$ cat config.mk
export PLATFORM = sky130hd
export DESIGN_NAME = gsim_pe_flat
export DESIGN_NICKNAME = d
export VERILOG_FILES = /design/src/rtl/gsim_pe_if.sv /design/src/rtl/gsim_pe.sv /design/src/flat_wrapper.sv
export SDC_FILE = /design/constraint.sdc
export NUM_CORES = 2
export LEC_CHECK = 0
export CAP_MARGIN = 10
export CORE_AREA = 2 2 277 279
export CTS_BUF_LIST = sky130_fd_sc_hd__clkbuf_8
export DETAILED_ROUTE_END_ITERATION = 8
export DIE_AREA = 0 0 279 281
export SYNTH_ARGS = -nofsm -noshare
export SYNTH_HDL_FRONTEND = slang
export SYNTH_SLANG_ARGS = --single-unit
$ cat constraint.sdc
create_clock -name clk -period 7.49 [get_ports clk]
set_input_delay 1.498 -clock clk [delete_from_list [all_inputs] [get_ports clk]]
set_output_delay 1.498 -clock clk [all_outputs]
set_load 0.05 [all_outputs]
$ cat src/rtl/gsim_pe_if.sv
// ============================================================================
// Module : gsim_pe_if
// Brief  : Operand-in / result-out handshake bundle for the GSIM compute stage.
// Rev    : 1.0  initial release
// ============================================================================
`default_nettype none

interface gsim_pe_if #(
    parameter int BIT_WIDTH = 32,
    parameter int B_WIDTH   = 16,
    parameter int ITER_MAX  = 8
);
    logic                               in_valid;
    logic                               in_ready;
    logic [B_WIDTH-1:0]                 b_in;
    logic [BIT_WIDTH-1:0]               x_m1;
    logic [BIT_WIDTH-1:0]               x_p1;
    logic [BIT_WIDTH-1:0]               x_m2;
    logic [BIT_WIDTH-1:0]               x_p2;
    logic [BIT_WIDTH-1:0]               x_m3;
    logic [BIT_WIDTH-1:0]               x_p3;
    logic                               out_valid;
    logic                               out_ready;
    logic [BIT_WIDTH-1:0]               x_out;
    logic [3:0]                         out_idx;
    logic [$clog2(ITER_MAX+1)-1:0]      iter_cnt;
    logic                               done;

    modport master (
        output in_valid, b_in, x_m1, x_p1, x_m2, x_p2, x_m3, x_p3, out_ready,
        input  in_ready, out_valid, x_out, out_idx, iter_cnt, done
    );

    modport slave (
        input  in_valid, b_in, x_m1, x_p1, x_m2, x_p2, x_m3, x_p3, out_ready,
        output in_ready, out_valid, x_out, out_idx, iter_cnt, done
    );
endinterface

`default_nettype wire

$ cat src/rtl/gsim_pe.sv
// ============================================================================
// Module : gsim_pe
// Brief  : 3-stage Gauss-Seidel update pipeline with result index/sweep tags.
//          Optional macro GSIM_PE_SAT_EN clamps the result instead of wrapping.
// Rev    : 1.0  initial release
// ============================================================================
`default_nettype none

module gsim_pe #(
    parameter int BIT_WIDTH = 32,
    parameter int B_WIDTH   = 16,
    parameter int ITER_MAX  = 8,
    parameter int RECIP     = 838861
) (
    input  wire logic   clk,
    input  wire logic   rst_n,
    gsim_pe_if.slave    bus
);

    localparam int c_SUM_W  = BIT_WIDTH + 1;
    localparam int c_ACC_W  = 40;
    localparam int c_PROD_W = 64;
    localparam int c_R_W    = c_PROD_W - 24;
    localparam int c_ITER_W = $clog2(ITER_MAX + 1);

    localparam logic signed [c_PROD_W-1:0] c_RECIP = c_PROD_W'(RECIP);
    localparam logic signed [c_PROD_W-1:0] c_HALF  = c_PROD_W'(64'h0000_0000_0080_0000);
    localparam logic [c_ITER_W-1:0]        c_ITER_LAST = c_ITER_W'(ITER_MAX - 1);

    // ------------------------------------------------------------------
    // Handshake
    // ------------------------------------------------------------------
    logic w_stall;
    logic w_accept;
    logic w_consume;
    logic w_last;

    logic                       r_v1;
    logic                       r_v2;
    logic                       r_out_valid;
    logic signed [c_SUM_W-1:0]  r_s1;
    logic signed [c_SUM_W-1:0]  r_s2;
    logic signed [c_SUM_W-1:0]  r_s3;
    logic [c_ACC_W-1:0]         r_bq;
    logic signed [c_ACC_W-1:0]  r_acc;
    logic [BIT_WIDTH-1:0]       r_x_out;
    logic [3:0]                 r_idx;
    logic [c_ITER_W-1:0]        r_iter;
    logic                       r_done;

    assign w_stall   = r_out_valid & ~bus.out_ready;
    assign w_accept  = bus.in_valid & ~w_stall;
    assign w_consume = r_out_valid & bus.out_ready;
    assign w_last    = (r_idx == 4'd15) && (r_iter == c_ITER_LAST);

    // ------------------------------------------------------------------
    // Stage 1 operands: pairwise tap sums and b aligned to the Q.16 point
    // ------------------------------------------------------------------
    logic signed [c_SUM_W-1:0] w_s1;
    logic signed [c_SUM_W-1:0] w_s2;
    logic signed [c_SUM_W-1:0] w_s3;
    logic [c_ACC_W-1:0]        w_bq;

    assign w_s1 = $signed({bus.x_m1[BIT_WIDTH-1], bus.x_m1}) + $signed({bus.x_p1[BIT_WIDTH-1], bus.x_p1});
    assign w_s2 = $signed({bus.x_m2[BIT_WIDTH-1], bus.x_m2}) + $signed({bus.x_p2[BIT_WIDTH-1], bus.x_p2});
    assign w_s3 = $signed({bus.x_m3[BIT_WIDTH-1], bus.x_m3}) + $signed({bus.x_p3[BIT_WIDTH-1], bus.x_p3});
    assign w_bq = {{(c_ACC_W-B_WIDTH-16){1'b0}}, bus.b_in, 16'h0000};

    // ------------------------------------------------------------------
    // Stage 2 accumulate: constant multiplies built from shifts
    // ------------------------------------------------------------------
    logic signed [c_ACC_W-1:0] w_s1_ext;
    logic signed [c_ACC_W-1:0] w_s2_ext;
    logic signed [c_ACC_W-1:0] w_s3_ext;
    logic signed [c_ACC_W-1:0] w_s1_x13;
    logic signed [c_ACC_W-1:0] w_s2_x6;
    logic signed [c_ACC_W-1:0] w_acc;

    assign w_s1_ext = {{(c_ACC_W-c_SUM_W){r_s1[c_SUM_W-1]}}, r_s1};
    assign w_s2_ext = {{(c_ACC_W-c_SUM_W){r_s2[c_SUM_W-1]}}, r_s2};
    assign w_s3_ext = {{(c_ACC_W-c_SUM_W){r_s3[c_SUM_W-1]}}, r_s3};
    assign w_s1_x13 = (w_s1_ext <<< 3) + (w_s1_ext <<< 2) + w_s1_ext;
    assign w_s2_x6  = (w_s2_ext <<< 2) + (w_s2_ext <<< 1);
    assign w_acc    = $signed(r_bq) + w_s1_x13 - w_s2_x6 + w_s3_ext;

    // ------------------------------------------------------------------
    // Stage 3: divide by 20 via reciprocal, round half toward +inf
    // ------------------------------------------------------------------
    logic signed [c_PROD_W-1:0] w_acc_wide;
    logic signed [c_PROD_W-1:0] w_prod;
    logic signed [c_PROD_W-1:0] w_rnd;
    logic signed [c_R_W-1:0]    w_r;
    logic [BIT_WIDTH-1:0]       w_x;
    logic                       w_unused_rnd;

    assign w_acc_wide   = {{(c_PROD_W-c_ACC_W){r_acc[c_ACC_W-1]}}, r_acc};
    assign w_prod       = w_acc_wide * c_RECIP;
    assign w_rnd        = w_prod + c_HALF;
    assign w_r          = w_rnd[c_PROD_W-1:24];
    assign w_unused_rnd = ^w_rnd[23:0];

`ifdef GSIM_PE_SAT_EN
    localparam logic signed [c_R_W-1:0] c_SAT_MAX = {{(c_R_W-BIT_WIDTH+1){1'b0}}, {(BIT_WIDTH-1){1'b1}}};
    localparam logic signed [c_R_W-1:0] c_SAT_MIN = {{(c_R_W-BIT_WIDTH+1){1'b1}}, {(BIT_WIDTH-1){1'b0}}};

    always_comb begin
        w_x = w_r[BIT_WIDTH-1:0];
        if (w_r > c_SAT_MAX) begin
            w_x = c_SAT_MAX[BIT_WIDTH-1:0];
        end else if (w_r < c_SAT_MIN) begin
            w_x = c_SAT_MIN[BIT_WIDTH-1:0];
        end
    end
`else
    logic w_unused_r;

    assign w_x        = w_r[BIT_WIDTH-1:0];
    assign w_unused_r = ^w_r[c_R_W-1:BIT_WIDTH];
`endif

    // ------------------------------------------------------------------
    // Pipeline registers; data only loads behind a valid so x_out holds
    // the last real result across bubbles.
    // ------------------------------------------------------------------
    always_ff @(posedge clk or posedge rst_n) begin
        if (rst_n) begin
            r_v1        <= 1'b0;
            r_v2        <= 1'b0;
            r_out_valid <= 1'b0;
            r_s1        <= '0;
            r_s2        <= '0;
            r_s3        <= '0;
            r_bq        <= '0;
            r_acc       <= '0;
            r_x_out     <= '0;
        end else if (!w_stall) begin
            r_v1        <= w_accept;
            r_v2        <= r_v1;
            r_out_valid <= r_v2;
            if (w_accept) begin
                r_s1 <= w_s1;
                r_s2 <= w_s2;
                r_s3 <= w_s3;
                r_bq <= w_bq;
            end
            if (r_v1) begin
                r_acc <= w_acc;
            end
            if (r_v2) begin
                r_x_out <= w_x;
            end
        end
    end

    // ------------------------------------------------------------------
    // Result tagging: index within the sweep, completed sweeps, done pulse
    // ------------------------------------------------------------------
    always_ff @(posedge clk or posedge rst_n) begin
        if (rst_n) begin
            r_idx  <= 4'd0;
            r_iter <= '0;
            r_done <= 1'b0;
        end else begin
            r_done <= w_consume & w_last;
            if (w_consume) begin
                if (r_idx == 4'd15) begin
                    r_idx <= 4'd0;
                    if (r_iter == c_ITER_LAST) begin
                        r_iter <= '0;
                    end else begin
                        r_iter <= r_iter + c_ITER_W'(1);
                    end
                end else begin
                    r_idx <= r_idx + 4'd1;
                end
            end
        end
    end

    assign bus.in_ready  = ~w_stall;
    assign bus.out_valid = r_out_valid;
    assign bus.x_out     = r_x_out;
    assign bus.out_idx   = r_idx;
    assign bus.iter_cnt  = r_iter;
    assign bus.done      = r_done;

endmodule

`default_nettype wire

$ cat src/flat_wrapper.sv
// flat-port wrapper written by rule: the top's interface ports become plain ports
module gsim_pe_flat 
#(
    parameter int BIT_WIDTH = 32,
    parameter int B_WIDTH   = 16,
    parameter int ITER_MAX  = 8,
    parameter int RECIP     = 838861
)
  (clk, rst_n, bus_in_valid, bus_b_in, bus_x_m1, bus_x_p1, bus_x_m2, bus_x_p2, bus_x_m3, bus_x_p3, bus_out_ready, bus_in_ready, bus_out_valid, bus_x_out, bus_out_idx, bus_iter_cnt, bus_done);
  gsim_pe_if #(.BIT_WIDTH(BIT_WIDTH), .B_WIDTH(B_WIDTH), .ITER_MAX(ITER_MAX)) bus_i ();
  input  wire logic clk;
  input  wire logic rst_n;
  input wire logic [$bits(bus_i.in_valid)-1:0] bus_in_valid;
  input wire logic [$bits(bus_i.b_in)-1:0] bus_b_in;
  input wire logic [$bits(bus_i.x_m1)-1:0] bus_x_m1;
  input wire logic [$bits(bus_i.x_p1)-1:0] bus_x_p1;
  input wire logic [$bits(bus_i.x_m2)-1:0] bus_x_m2;
  input wire logic [$bits(bus_i.x_p2)-1:0] bus_x_p2;
  input wire logic [$bits(bus_i.x_m3)-1:0] bus_x_m3;
  input wire logic [$bits(bus_i.x_p3)-1:0] bus_x_p3;
  input wire logic [$bits(bus_i.out_ready)-1:0] bus_out_ready;
  output wire logic [$bits(bus_i.in_ready)-1:0] bus_in_ready;
  output wire logic [$bits(bus_i.out_valid)-1:0] bus_out_valid;
  output wire logic [$bits(bus_i.x_out)-1:0] bus_x_out;
  output wire logic [$bits(bus_i.out_idx)-1:0] bus_out_idx;
  output wire logic [$bits(bus_i.iter_cnt)-1:0] bus_iter_cnt;
  output wire logic [$bits(bus_i.done)-1:0] bus_done;
  assign bus_i.in_valid = bus_in_valid;
  assign bus_i.b_in = bus_b_in;
  assign bus_i.x_m1 = bus_x_m1;
  assign bus_i.x_p1 = bus_x_p1;
  assign bus_i.x_m2 = bus_x_m2;
  assign bus_i.x_p2 = bus_x_p2;
  assign bus_i.x_m3 = bus_x_m3;
  assign bus_i.x_p3 = bus_x_p3;
  assign bus_i.out_ready = bus_out_ready;
  assign bus_in_ready = bus_i.in_ready;
  assign bus_out_valid = bus_i.out_valid;
  assign bus_x_out = bus_i.x_out;
  assign bus_out_idx = bus_i.out_idx;
  assign bus_iter_cnt = bus_i.iter_cnt;
  assign bus_done = bus_i.done;
  gsim_pe #(.BIT_WIDTH(BIT_WIDTH), .B_WIDTH(B_WIDTH), .ITER_MAX(ITER_MAX), .RECIP(RECIP)) u_core (.clk(clk), .rst_n(rst_n), .bus(bus_i));
endmodule
# Word level (Yosys, flattened, before mapping)
# Index checks and enable logic that the tools add are counted.
# Widths: inputs -> output; s select.
[word_totals]
wordCells = 40
n_memories = 0
latchBits = 0
mem_bits_ro = 0
ramBits = 0
reg_bits = 199
[op_classes]
order_cmp = 0
n_eq_ne = 2
mux = 2
n_shift = 0
div = 0
bitwise_logic = 6
mul = 1
addsub = 12
n_reduce_logical = 5
[ops]
columns = ["op", "n"]
rows = [
  ["$add 32x32->33", 3],
  ["$add 56x25->56 const B", 1],
  ["$mul 40x21->56 const B", 1],
  ["$add 33x40->40", 1],
  ["$add 40x33->40", 1],
  ["$sub 40x40->40", 1],
  ["$add 37x33->38", 1],
  ["$add 36x35->37", 1],
  ["$add 35x34->36", 1],
  ["$add 4x1->4 const B", 2],
  ["$mux 4", 2],
  ["$reduce_and 2->1", 4],
  ["$and 1x1->1", 4],
  ["$eq 4x3->1 const B", 1],
  ["$eq 4x4->1 const B", 1],
  ["$not 1->1", 2],
  ["$logic_and 1x1->1", 1],
]

# Longest topological paths before layout
[depth]
word_depth = 5
depth_mapped = 28
mapped_depth_nobuf = 28

# Worst setup path before layout
# Ideal clock, no wire load.
[synth_timing]
path_kind = "register to register"
start = "register u_core.r_acc[18]"
end = "register u_core.r_x_out[25] (netlist: u_core.bus.x_out[25])"
n_path_buf = 0
stages_incl_launch_ff = 25
arrival_time_ns = 6.253
required_ns = 7.420
setup_slack_ns = 1.167
setup_ns = 0.070
cell_sequence = "dfrtp_1 ha_1 inv_1 fa_1 fa_1 inv_1 fa_1 inv_1 fa_1 inv_1 fa_1 inv_1 fa_1 inv_1 ha_1 and4_1 o2111a_1 nand4_1 o2bb2ai_1 o21ai_1 o211a_4 o21ai_4 a31oi_1 or4b_1 nand3_1"
[synth_between]
elab_chain_cells = 2
[synth_rtl]
columns = ["element", "line_no", "text"]
rows = [
  ["from (decl)", "gsim_pe.sv:45", "logic signed [c_ACC_W-1:0] r_acc;"],
  ["from (signal assigned)", "gsim_pe.sv:147", "r_acc <= w_acc;"],
  ["$mul 40x21->56", "gsim_pe.sv:97", "assign w_prod = w_acc_wide * c_RECIP;"],
  ["$add 56x25->56", "gsim_pe.sv:98", "assign w_rnd = w_prod + c_HALF;"],
  ["to (signal assigned)", "gsim_pe.sv:150", "r_x_out <= w_x;"],
  ["to (decl)", "gsim_pe.sv:46", "logic [BIT_WIDTH-1:0] r_x_out;"],
]
# No other way between the ends.
# A chain may end at the register's enable or synchronous reset.

# Final worst setup path
# Same ends and word-level chain as after synthesis.

==> impl_results.md <==
- Most used flip-flop cell after synthesis: dfrtp_1
- Area Overhead vs Synth: 12.14%
- Antenna violations before repair: 3
- Fill cells: between 7,000 and 8,000
- Global-route wire length before repair: 142.2 mm
- Placeable Area: 0.07544 mm²
- TNS Setup: 0 ns
- Starting Density: 44.73%
- Multi-input logic area: around 0.025 mm²
- Setup Crit Path Kind: flop to flop
- Post-Synthesis Cells: 3,817
- Fin. Hold Viols: 0
- GRT Resource Usage Total: 23.17%
- Post-CTS Setup Inserts: 0
- Final Cycle Share: 93.69%
- Chip height: 281 µm
- CP Launch Type: flop
- Syn Area/Cell: between 8 and 9 µm²
- Synth Area in Simple Gates: under 10%
- Critical-path cell list: ha_1, inv_1, fa_1, fa_1, inv_1, fa_1, inv_1, fa_1, inv_1, fa_1, inv_1, fa_1, inv_1, ha_1, and4_1, o2111a_1, nand4_1, o2bb2ai_1, o21ai_1, o211a_4, o21ai_4, a31oi_1, or4b_1, nand3_1
- Worst-margin pin slew: between 1 and 1.5 ns
- Synth warn: 0
- Final Max Tran Viols: 0
- Row cnt: about 100
- Synth Area in Compound Gates: around 16%
- Flops & latches, synth: ~200
- Sequential area share after synthesis: roughly 15%
- Most common cell after layout, fill and taps aside: inv_1
- Min Tclk post-route: roughly 7 ns
- Overflow after GRT: 0
- Bufs and invs on worst path: 6
- Critical path endpoint category: flop
- Critical-path top delay cell: dfrtp_1
- Clock root buffer: clkbuf_8
- Worst-skew pair later-pin latency: around 0.58 ns
- Final WL: 88.30 mm
- Clk sinks: about 200
- Vias in the first global route: approximately 27,000
- DIE WIDTH: roughly 280 µm
- Mux contribution to synthesized area: less than 1%
- Seq. cell area: 0.004980 mm²
- Post-cts resize count: 0
- Clock transition at path regs: roughly 0.13 ns
- XOR/XNOR Fraction of Synth Area: between 5 and 6%
- Fmax: 142.5 MHz
- Mapped Nets: 4,968
- Mapped cell area: around 0.034 mm²
- Drt wl/cell: around 18 µm
- Ys async rst share: 100.0%
- Final estimated routing congestion in global placement: ~1
- Max-cap viol count: 0
- Dpl cells: about 5,000
- DRT antenna net count: 0
- CTS Buf Count: 17
- Residual DRC count: 0
- Drt first pass iters: 5
- DR vias/cell: between 5 and 6
- Ratio of cells with drive above 1 in the final layout: roughly 2.1%
- Max FO, Critical Path: 8
- I/O pins: about 260
- Layout Skew: around 0.029 ns
- Clock Tree Buf Depth: 2
- Vias: 25,990
- Delay-heaviest family, CP: adder cells
- Die ar.: roughly 0.08 mm²
- Final setup viols: 0
- Final nets: roughly 5,200
- Unique masters post-synth: 90
- Setup WS pre-CTS: 0.4597 ns
- Area share of fa/ha/maj cells after synthesis: ~44%
- RSZ-0062 raised after global routing: no
- Post-route setup slack: 0.4723 ns
- Final std cell area, no fill: 0.03784 mm²
- Largest net degree at the start of global routing: 140
- DRT iter0 DRCs: 1,210
- WP data required: 8.01 ns
- Relative slew margins: a little under a third
- Run status: completed
- H-tree lvl count: 4
- Critical Path Max Stage Delay: about 0.55 ns
- TritonCTS clock tree: yes
- PortBufs: between 200 and 300
- Final Non-Filler Cells: 5,042
- Placed wire-length estimate: approximately 77 mm
- Most frequent cells in the layout: inv_1, ha_1, fa_1
- Post-DP Area: 0.03744 mm²
- HP Class: flop to flop
- Largest family of logic cells by synthesized area: adder cells
- Cts hold-fix bufs: 0
- EDFF count, synth: 0
- Data arrival, critical path: between 7 and 8 ns
## worst paths after layout
kind                                     startpoint                     to  slack [ns]  cells after the start
max in group asynchronous                     rst_n        u_core.r_s1[29]        4.48                      3
worst min register to register  u_core.bus.x_out[6]    u_core.bus.x_out[6]        0.48                      2
worst max register to register     u_core.r_acc[18]   u_core.bus.x_out[25]        0.47                     24
worst max-delay path               u_core.r_acc[18]   u_core.bus.x_out[25]        0.47                     24
worst min-delay path            u_core.bus.x_out[6]    u_core.bus.x_out[6]        0.48                      2
min in group asynchronous                     rst_n  u_core.bus.out_idx[0]        1.56                      2
## flip-flops by register name (all words and copies together), names as in the netlist
signal	count
u_core.r_s1	33
u_core.r_v1	1
u_core.r_v2	1
u_core.bus.done	1
u_core.bus.x_out	32
u_core.bus.iter_cnt	4
u_core.r_s2	33
u_core.r_acc	40
u_core.r_s3	33
u_core.bus.out_idx	4
u_core.r_bq	16
u_core.bus.out_valid	1
## cells in the mapped netlist, types with 6 or more instances
cell type  count  area (µm²)
a211o_1       13       113.9
a211oi_1      21       157.7
a21boi_0      11       82.58
a21o_1       108       810.8
a21oi_1      197       986.0
a22oi_1        8       60.06
a311oi_1       6       52.55
a31oi_1       28       175.2
and2_1        16       100.1
and3_1        34       212.7
clkbuf_1      51       191.4
dfrtp_1      199        4980
fa_1         418        8368
ha_1         521        6519
inv_1        851        3194
mux2i_1        6       60.06
nand2_1      360        1351
nand2b_1      29       181.4
nand3_1       48       240.2
nand4_1       27       168.9
nor2_1       124       465.5
nor2b_1       26       162.7
nor3_1        30       150.1
nor3b_1        7       52.55
nor4_1         6       37.54
o211ai_1      10       75.07
o21a_1        35       262.8
o21ai_0      215        1076
o21ai_1       44       220.2
o21bai_1      18       135.1
o31ai_1       23       172.7
or3_1          9       56.30
xnor2_1      112       980.9
xor2_1        92       805.8
## worst register-to-register path: stages (launching register included)
cell	delay, ns
dfrtp_1	0.55
ha_1	0.39
inv_1	0.10
fa_1	0.51
fa_1	0.51
inv_1	0.05
fa_1	0.53
inv_1	0.05
fa_1	0.48
inv_1	0.05
fa_1	0.47
inv_1	0.05
fa_1	0.47
inv_1	0.04
ha_1	0.36
and4_1	0.23
o2111a_1	0.22
nand4_1	0.10
o2bb2ai_1	0.26
o21ai_1	0.23
o211a_4	0.35
o21ai_4	0.20
a31oi_1	0.17
or4b_1	0.49
nand3_1	0.09
## area by class of cell
type	instances	share of cell area, %
clock inverters	14	0.3968
diodes	1	0.006613
multi-input cells	2710	67.04
well taps	978	3.234
clock buffers	18	0.6547
flip-flops and latches	199	13.16
repair buffers	270	7.037
inverters	852	8.472
## per-stage QoR
stage	hold WS, ns	utilization (%)
final	0.4806	50.16
after global routing	0.5149	50.16
after CTS	0.4897	50.15
after detailed placement	0.4592	49.62
after global placement	0.4559	49.62
after floorplan	0.4485	-
## kinds of logic (layout without fill, tap and decap cells)
logic type      Yosys count  count (layout)
compound gates          822             822
xor+xnor                204             204
fa+ha+maj               939             939
buf+inv                 908            1154
flops                   199             199
mux                       9               9
other cells               0               1
simple gates            736             736
## routing by layer
metal,share of wire [%],track usage (%),routed length [µm],vias to the layer above
met5,0.031,0,27,-
li1,-,-,-,12930
met4,3.2,8.009,2837,4
met2,47,38.14,41070,473
met1,47,31.80,41610,12470
met3,3.1,2.469,2758,111
Power is not shown: default switching activity piles up to over one toggle a cycle in this logic, so the estimate is an artifact.
